### config.mk
export PLATFORM = sky130hd
export DESIGN_NAME = axi_transmit
export DESIGN_NICKNAME = d
export VERILOG_FILES = /design/src/rtl/axi_transmit.sv
export SDC_FILE = /design/constraint.sdc
export NUM_CORES = 1
export LEC_CHECK = 0
export CAP_MARGIN = 40
export CORE_UTILIZATION = 30
export CTS_CLUSTER_SIZE = 28
export DETAILED_ROUTE_END_ITERATION = 8
export REMOVE_ABC_BUFFERS = 1
export SYNTH_ARGS = -nofsm -noshare
export SYNTH_HDL_FRONTEND = slang
export SYNTH_SLANG_ARGS = --single-unit
export TNS_END_PERCENT = 5
### constraint.sdc
create_clock -name clk -period 2.24 [get_ports clk]
set_clock_uncertainty 0.1 [all_clocks]
set_input_delay 0.224 -clock clk [delete_from_list [all_inputs] [get_ports clk]]
set_output_delay 0.224 -clock clk [all_outputs]
set_load 0.02 [all_outputs]
### src/rtl/axi_transmit.sv
// Serialises one BUS_WIDTH-bit packet into NUM_WORDS AXI-Stream beats, least-significant chunk first.
// The last beat is zero-padded above BUS_WIDTH, and packet_sent pulses once after the final handshake.
module axi_transmit #(
  parameter int BUS_WIDTH  = 32,
  parameter int DATA_WIDTH = 32
) (
  input  logic                  clk,
  input  logic                  rst,
  input  logic [BUS_WIDTH-1:0]  data_to_send,
  input  logic                  send,
  output logic                  trans_rdy,
  output logic [DATA_WIDTH-1:0] data,
  output logic                  valid_data,
  output logic                  last,
  input  logic                  dev_rdy,
  output logic                  packet_sent
);

  localparam int NUM_WORDS = (BUS_WIDTH + DATA_WIDTH - 1) / DATA_WIDTH;
  localparam int PAD_W     = NUM_WORDS * DATA_WIDTH;
  localparam int IDX_W     = (NUM_WORDS > 1) ? $clog2(NUM_WORDS) : 1;

  typedef enum logic {IDLE, SEND} state_t;

  state_t           r_state;
  state_t           w_next_state;
  logic [PAD_W-1:0] r_buf;
  logic [IDX_W-1:0] r_idx;
  logic             r_packet_sent;
  logic             w_load;
  logic             w_advance;
  logic             w_finish;
  logic             w_last;
  logic [PAD_W-1:0] w_shifted;

  assign w_last    = (r_state == SEND) && (r_idx == IDX_W'(NUM_WORDS - 1));
  // Buffer is wider than the packet; the padding bits were loaded as zero.
  assign w_shifted = r_buf >> (int'(r_idx) * DATA_WIDTH);

  always_ff @(posedge clk or negedge rst) begin
    if (!rst) begin
      r_state <= IDLE;
    end else begin
      r_state <= w_next_state;
    end
  end

  always_comb begin
    w_next_state = r_state;
    w_load       = 1'b0;
    w_advance    = 1'b0;
    w_finish     = 1'b0;
    trans_rdy    = 1'b0;
    valid_data   = 1'b0;
    last         = 1'b0;
    data         = '0;
    case (r_state)
      IDLE: begin
        trans_rdy = 1'b1;
        if (send) begin
          w_load       = 1'b1;
          w_next_state = SEND;
        end
      end
      SEND: begin
        valid_data = 1'b1;
        last       = w_last;
        data       = w_shifted[DATA_WIDTH-1:0];
        if (dev_rdy) begin
          if (w_last) begin
            w_finish     = 1'b1;
            w_next_state = IDLE;
          end else begin
            w_advance = 1'b1;
          end
        end
      end
      default: w_next_state = IDLE;
    endcase
  end

  always_ff @(posedge clk or negedge rst) begin
    if (!rst) begin
      r_buf         <= '0;
      r_idx         <= '0;
      r_packet_sent <= 1'b0;
    end else begin
      r_packet_sent <= w_finish;
      if (w_load) begin
        r_buf <= PAD_W'(data_to_send);
        r_idx <= '0;
      end else if (w_advance) begin
        r_idx <= r_idx + IDX_W'(1);
      end
    end
  end

  assign packet_sent = r_packet_sent;

endmodule

# Word level (Yosys, flattened, before mapping)
# Index checks and enable logic that the tools add are counted.
[op_classes]
add_sub_neg = 1
multipliers = 0
div_mod_pow = 0
n_lt_le_gt_ge = 0
eq_ne = 0
shift = 1
n_mux = 16
bitwise = 2
n_reduce_logical = 2
[op_table]
columns = ["operator", "count"]
rows = [
  ["two-way mux 32 bit", 1],
  ["right shift 32 x 6 -> 32 bit", 1],
  ["two-way mux 1 bit", 14],
  ["inverter 1 bit", 2],
  ["one-hot mux 1 bit (2 select lines)", 1],
  ["nonzero test 2 bit", 1],
  ["adder 1 bit, second input constant", 1],
  ["logical AND 1 bit", 1],
]
[word_totals]
reg_bits = 35
latchBits = 0
ramBits = 0
mem_bits_ro = 0
in_bits = 36
out_inout_bits = 36
elab_cells = 26
n_memories = 0

# Logic depth before layout (Yosys ltp)
[logic_depth]
ltp_word = 7
ltp_mapped = 4
depth_no_buf = 2

# Worst setup path before layout
# OpenSTA, ideal clock, no wires.
[synth_timing]
path_type = "register -> output"
startpoint = "register r_state"
endpoint = "output data[16]"
t_arrival_ps = 1212
t_required_ps = 1916
slack_ps = 704
stages_incl_launch_ff = 4
n_path_buf = 1
cell_sequence = "dfrtp_1 and2b_1 buf_2 and2_1"
[synth_between]
elab_chain_len = 1
[synth_rtl]
columns = ["element", "line_no", "text"]
rows = [
  ["start, declared", "25", "state_t r_state;"],
  ["start signal, assigned", "44", "r_state <= w_next_state;"],
  ["two-way mux 32 bit", "57", "case (r_state)"],
  ["end, declared", "12", "output logic [DATA_WIDTH-1:0] data,"],
]
# Every way passes these cells.

# Final worst setup path
[layout_timing]
startpoint = "register r_state"
endpoint = "output data[5]"
# The elaborated chain is that of the path after synthesis.

==> results.txt <==
- Number of antenna violations at the first check in global routing: 0
- Effective utilization at floorplan: 31.6%
- In the layout the commonest cells are 50 x clkdlybuf4s50_1, 34 x dfrtp_1, 33 x and2_1, 29 x mux2_4, 19 x dlymetal6s2s_1.
* Worst-case clock buffer depth: 2
* Startpoint kind of the worst setup timing path: register
- Remaining number of nets flagged by the antenna check after routing: 0
* Achievable frequency: 475 MHz
- Dividing total power by cell area gives a power density of 895 nW/um2.
* Site row count: 26
* CTS Buf Count: 5
- Launching element of the worst setup path: r_state
* Die Outline Area: 5790 um2
- In the final routed layout, each cell accounts on average for 13.9 um.
* Worst-case setup slack after placement: 0.274 ns
- Worst slack on hold paths: 0.397 ns
* Crit path DAT: 1.78 ns
- After synthesis, the largest family of logic cells by area is multiplexers.
- After legalization and detailed placement, the total HPWL measured 2.48 mm.
- Simple logic cell fraction of the synthesized area: 13.6%
- Area of placed instances: 2420 um2
* Pin count of the biggest net entering global routing: 36
* Startpoint of the worst-slack reg-to-reg timing path: r_state
* Layout overhead on the synthesized area: 55.6%
- Max-cap violations: 0
- The worst register-to-register path has a depth of 3.
* Cell-by-cell listing of the critical path: and2b_1, buf_4, and2_1, clkdlybuf4s50_1
- Vias: 1093
* Final count of pins violating max slew: 0
- The synthesized netlist devotes 0% of its cell area to adder and majority cells.
- Summing every instance area after synthesis gives 1650 um2.
* Worst Setup Path Type: reg -> out
* Sink count of the clock tree: 35
* Most common cell after layout, fill and taps aside: clkdlybuf4s50_1
* Number of setup violations in the final report: 0
- Yosys Warn Count: 0
* Post-CTS setup buffer count: 0
- Final Wtd Congestion: 0.684
* Register area share after synthesis: 53.2%
- Worst Max-Slew Pin Slew: 0.791 ns
- Overflow left after global routing: 0
* 1st-pass router iterations: 3
- After clock tree synthesis, the clock-pin slew on the worst setup and hold paths is 0.07 ns.
* Crit path to: data[5]
- The total count of hold-check failures in the final report was 0.
* Htree depth: 2
- Reg-to-reg setup timing slack: 0.74 ns
* Vias in the first global route: 1168
- In the global route stage, overall resource usage came out at 13.2%.
* Peak supply drop: 444 uV
- Setup repair after global routing left no endpoint under its margin.
- Total core area: 5200 um2
- Final instance area: 2560 um2
- TritonCTS built the clock tree.
- Number of primary I/O pins: 72
- Initial DRC count: 15
- The run finished with clean final reports.
* Worst hold-check path type: reg -> reg
- CTS Root Cell: clkbuf_8
* Post-Syn Instances: 114
* Final Worst Setup Slack: 0.133 ns
- In this run the tightest slew margin relative to its limit is 47.2%.
* Area fraction in compound gates after synthesis: 0.760%
- The synthesized netlist devotes 0% of its cell area to XOR and XNOR gates.
- Cell with the largest stage delay on the worst path: clkdlybuf4s50_1
- Number of buffer cells added on primary ports: 71
- The repair_antennas step left the layout with diodes totalling 0.
- Final-layout fill cell count: 443
* Clock latency on the worst-skew pair: 0.28 ns
* Minimum period implied by the final worst setup slack: 2.11 ns
- Dividing the final minimum period by the clock period gives 94.0%.
- Residual DRC count: 0
- Global-route wire length before repair: 5.94 mm
- The routed design has 3.63 mm of wire.
- Slowest stage delay, CP: 0.53 ns
* Post-Synthesis Mean Instance Area: 14.4 um2
- Along the worst path, the maximum fanout reaches 12.
* Synth Register Bits: 35
- In the synthesized netlist, mux cells make up 28.5% of the area.
* Sum of negative setup slack: 0 ns
* Worst Path Required: 1.92 ns
- Share of post-route cells with drive strength above 1: 23.6%
* Avg Vias per Cell: 4.19
- Post-route total power: 2.29 mW
- After synthesis, the netlist uses 13 different library cells.
- From bottom edge to top edge, the die measures 76.1 um.
- The worst setup path is captured at an output port.
- In the final design database the tool counted 226 nets.
- Leakage power: 1.34 nW
- Die Width: 76.1 um
- Worst reg2reg endpoint: r_buf[9]
==> cells by family (layout without fill, tap and decap cells) <==
family | after synthesis | in the layout
flops | 35 | 35
buf+inv | 9 | 86
simple gates | 36 | 36
compound gates | 2 | 2
mux | 32 | 32
==> synthesized netlist by cell type <==
cell,number,area share [%]
a211oi_1,1,0.46
a21oi_1,1,0.30
and2_1,33,13
and2b_1,1,0.46
buf_2,1,0.30
buf_6,4,2.7
clkbuf_1,2,0.46
dfrtp_1,35,53
inv_1,2,0.46
mux2_2,3,2.1
mux2_4,29,26
nor2_1,1,0.23
nor2b_1,1,0.38
==> worst min path at each step <==
stage	start	endpoint	slack, ns	cells after the start
after floorplan	rst	packet_sent	-0.17	0
after global placement	rst	r_buf[19]	0.24	1
after detailed placement	rst	r_buf[15]	0.26	1
after CTS	r_buf[29]	r_buf[29]	0.40	1
after global routing	r_buf[29]	r_buf[29]	0.42	1
final	r_buf[29]	r_buf[29]	0.40	1
==> stage by stage <==
step | util (%) | instances
detailed placement | 46.5 | 252
floorplan | - | 107
global route | 49.2 | 261
global placement | 46.5 | 252
CTS | 48.2 | 261
finish | 49.2 | 261
==> sequential cells by signal, summed over array words and instances (netlist names) <==
signal,cells
r_state,1
packet_sent,1
r_buf,32
r_idx,1
==> metal layers <==
| layer | part of all wire (%) | global-route usage (%) |
|---|---|---|
| met3 | 8.3 | 6.59 |
| met5 | 0 | 0 |
| met1 | 45 | 17.5 |
| met4 | 0.69 | 3.46 |
| met2 | 46 | 18.8 |
==> repair_timing <==
action	4_1_cts	5_1_grt
resized for setup	2	20
endpoints found under the setup margin	20	19
hold endpoints to repair	35	0
hold buffers	1	0
==> power breakdown <==
group / switching (mW) / internal, mW
sequential: 0.0881 / 0.796
clock: 0.219 / 0.218
combinational: 0.398 / 0.574
total: 0.705 / 1.59
==> layout make-up <==
class | instances | area (um2) | share of cell area (%)
clock inverter | 1 | 5.00 | 0.195
multi-input combinational | 70 | 713 | 27.8
tap | 70 | 87.6 | 3.42
timing repair buffer | 76 | 796 | 31.1
inverter | 2 | 7.51 | 0.293
clock buffer | 7 | 76.3 | 2.98
sequential | 35 | 877 | 34.2
==> worst max-delay path, delay by kind of cell, from the launching register on <==
family | cells | cell delay (ns)
AND/OR/NAND/NOR | 2 | 0.34
flip-flops | 1 | 0.45
buffers and inverters | 2 | 0.70
Note: power is estimated with default switching activity, not from simulation.
==> RTL edit (config.mk and constraints unchanged) <==
`BUS_WIDTH`: 32 -> 128.
--- a/src/rtl/axi_transmit.sv
+++ b/src/rtl/axi_transmit.sv
@@ -2,5 +2,5 @@
 // The last beat is zero-padded above BUS_WIDTH, and packet_sent pulses once after the final handshake.
 module axi_transmit #(
-  parameter int BUS_WIDTH  = 32,
+  parameter int BUS_WIDTH  = 128,
   parameter int DATA_WIDTH = 32
 ) (
Ports: changed (resized data_to_send); port bits go from 72 to 168. The function was not compared with the original's and may differ.
==> RTL edit against the original RTL <==
Setup slack got worse by 0.054 ns. Sequential cell count increased by 97. Largest cell class unchanged. Clock power grew to 7.5 times the old value. Power grew to 5.9 times the old value. Synthesized area rose to 3.9 times the old value. Non-clock buffer count up 111. Synthesized cell count rose to 3.5 times the old value. Cell area grew to 3.5 times the old value. Sequential share of layout area grew 2.6 points. Maximum frequency down 2.5%. Routed wire length increased to 4.1 times the old value.
==> RTL edit: results (changes against the original RTL) <==
Tot GR Track Use -> 14.43% (+1.3 points)
post-synthesis cell type count -> 23 (+10)
fillers -> 1,882 (+320%)
Reg-to-Reg End -> r_buf[102]$_DFFE_PN0P_
Fin Hold WS -> 0.2567 ns (-0.1407 ns)
Relative slew margins -> 66.05% (+19 points)
GR Util met3 -> 4.294% (-2.3 points)
WL final -> 14.88 mm (+310%)
Pre-antenna DRT Iters -> 4 (+1)
Worst R2R Setup Slack -> 0.48 ns (-0.26 ns)
wl on met1 -> 6.673 mm (+310%)
GR Util met2 -> 23.64% (+4.8 points)
largest net degree at the start of global routing -> 53 (+47%)
switching power -> 4.340 mW (+520%)
post-synthesis sequential area ratio -> 51.44% (-1.7 points)
post-synthesis mux area share -> 38.97% (+10 points)
Critical Path Source -> r_idx[1]$_DFFE_PN0P_
clock-net power -> 3.27 mW (+650%)
total CTS buffers -> 17 (+12)
met1 Track Usage GR -> 18.11% (+0.57 points)
final hold violations -> 0 (unchanged)
Peak supply drop -> 652.7 uV (+47%)
HPWL Detailed -> 10.42 mm (+320%)
Worst Path Max Fanout -> 36 (+24)
via count -> 3,878 (+250%)
DRT iter0 DRCs -> 116 (+101)
Tcrit/Tclk final -> 96.44% (+2.4 points)
Place WS -> 0.1897 ns (-0.08386 ns)
DP Area -> 0.008369 sq mm (+250%)
R2R depth -> 5 (+2)
syn avg cell area -> 16.17 sq um (+12%)
Skew-Pair Late Insertion Delay -> 0.40 ns (+0.12 ns)
Synth Area in Compound Gates -> 3.507% (+2.7 points)
DR WL met2 -> 7.294 mm (+340%)
share of post-route cells with drive strength above 1 -> 33.79% (+10 points)
met3 wire len -> 683 microns (+130%)
adder-cell share of the synthesized area -> 0.1949% (+0.19 points)
Power Combinational -> 5.91 mW (+510%)
synth cell count leaders -> dfrtp_1, mux2_4, mux2i_1, o22ai_1, mux2_2
nets@finish -> 709 (+210%)
Critical R2R Launch -> r_state$_DFF_PN0_
placed cells -> 831 (+230%)
port bufs -> 167 (+140%)
Hold Crit Class -> primary input to asynchronous set/reset pin
status -> completed
routability cong. -> 0.7608 (+11%)
first-pass GRT wire length -> 24.28 mm (+310%)
final non-filler cell total -> 864 (+230%)
[RTL edit: changes by cell type after synthesis, sizes merged, moves of 2 or more]
cell    delta
clkbuf     -2
and2      -32
mux2i     +64
o22ai     +32
buf       +22
mux2      +96
dfrtp     +97
[RTL edit: area by class of cell]
| type | count | area (sq um) | share of cell area [%] |
|---|---|---|---|
| tap | 275 | 344.1 | 3.831 |
| inverter | 1 | 3.754 | 0.04179 |
| multi-input combinational | 237 | 2799 | 31.16 |
| clock inverter | 8 | 192.7 | 2.145 |
| sequential | 132 | 3307 | 36.82 |
| timing repair buffer | 187 | 1834 | 20.42 |
| clock buffer | 24 | 501.7 | 5.586 |
[RTL edit: what timing repair did]
item                                    4_1_cts  5_1_grt
resized for setup                            31       51
endpoints found under the setup margin       33       32
hold endpoints to repair                     48        0
hold buffers                                  1        0
[RTL edit: critical path, cell delays in order, from the launching register on]
cell and delay [ns]:
dfrtp_4 0.44, buf_12 0.26, mux2i_1 0.27, o22ai_1 0.11
dlygate4sd2_1 0.33
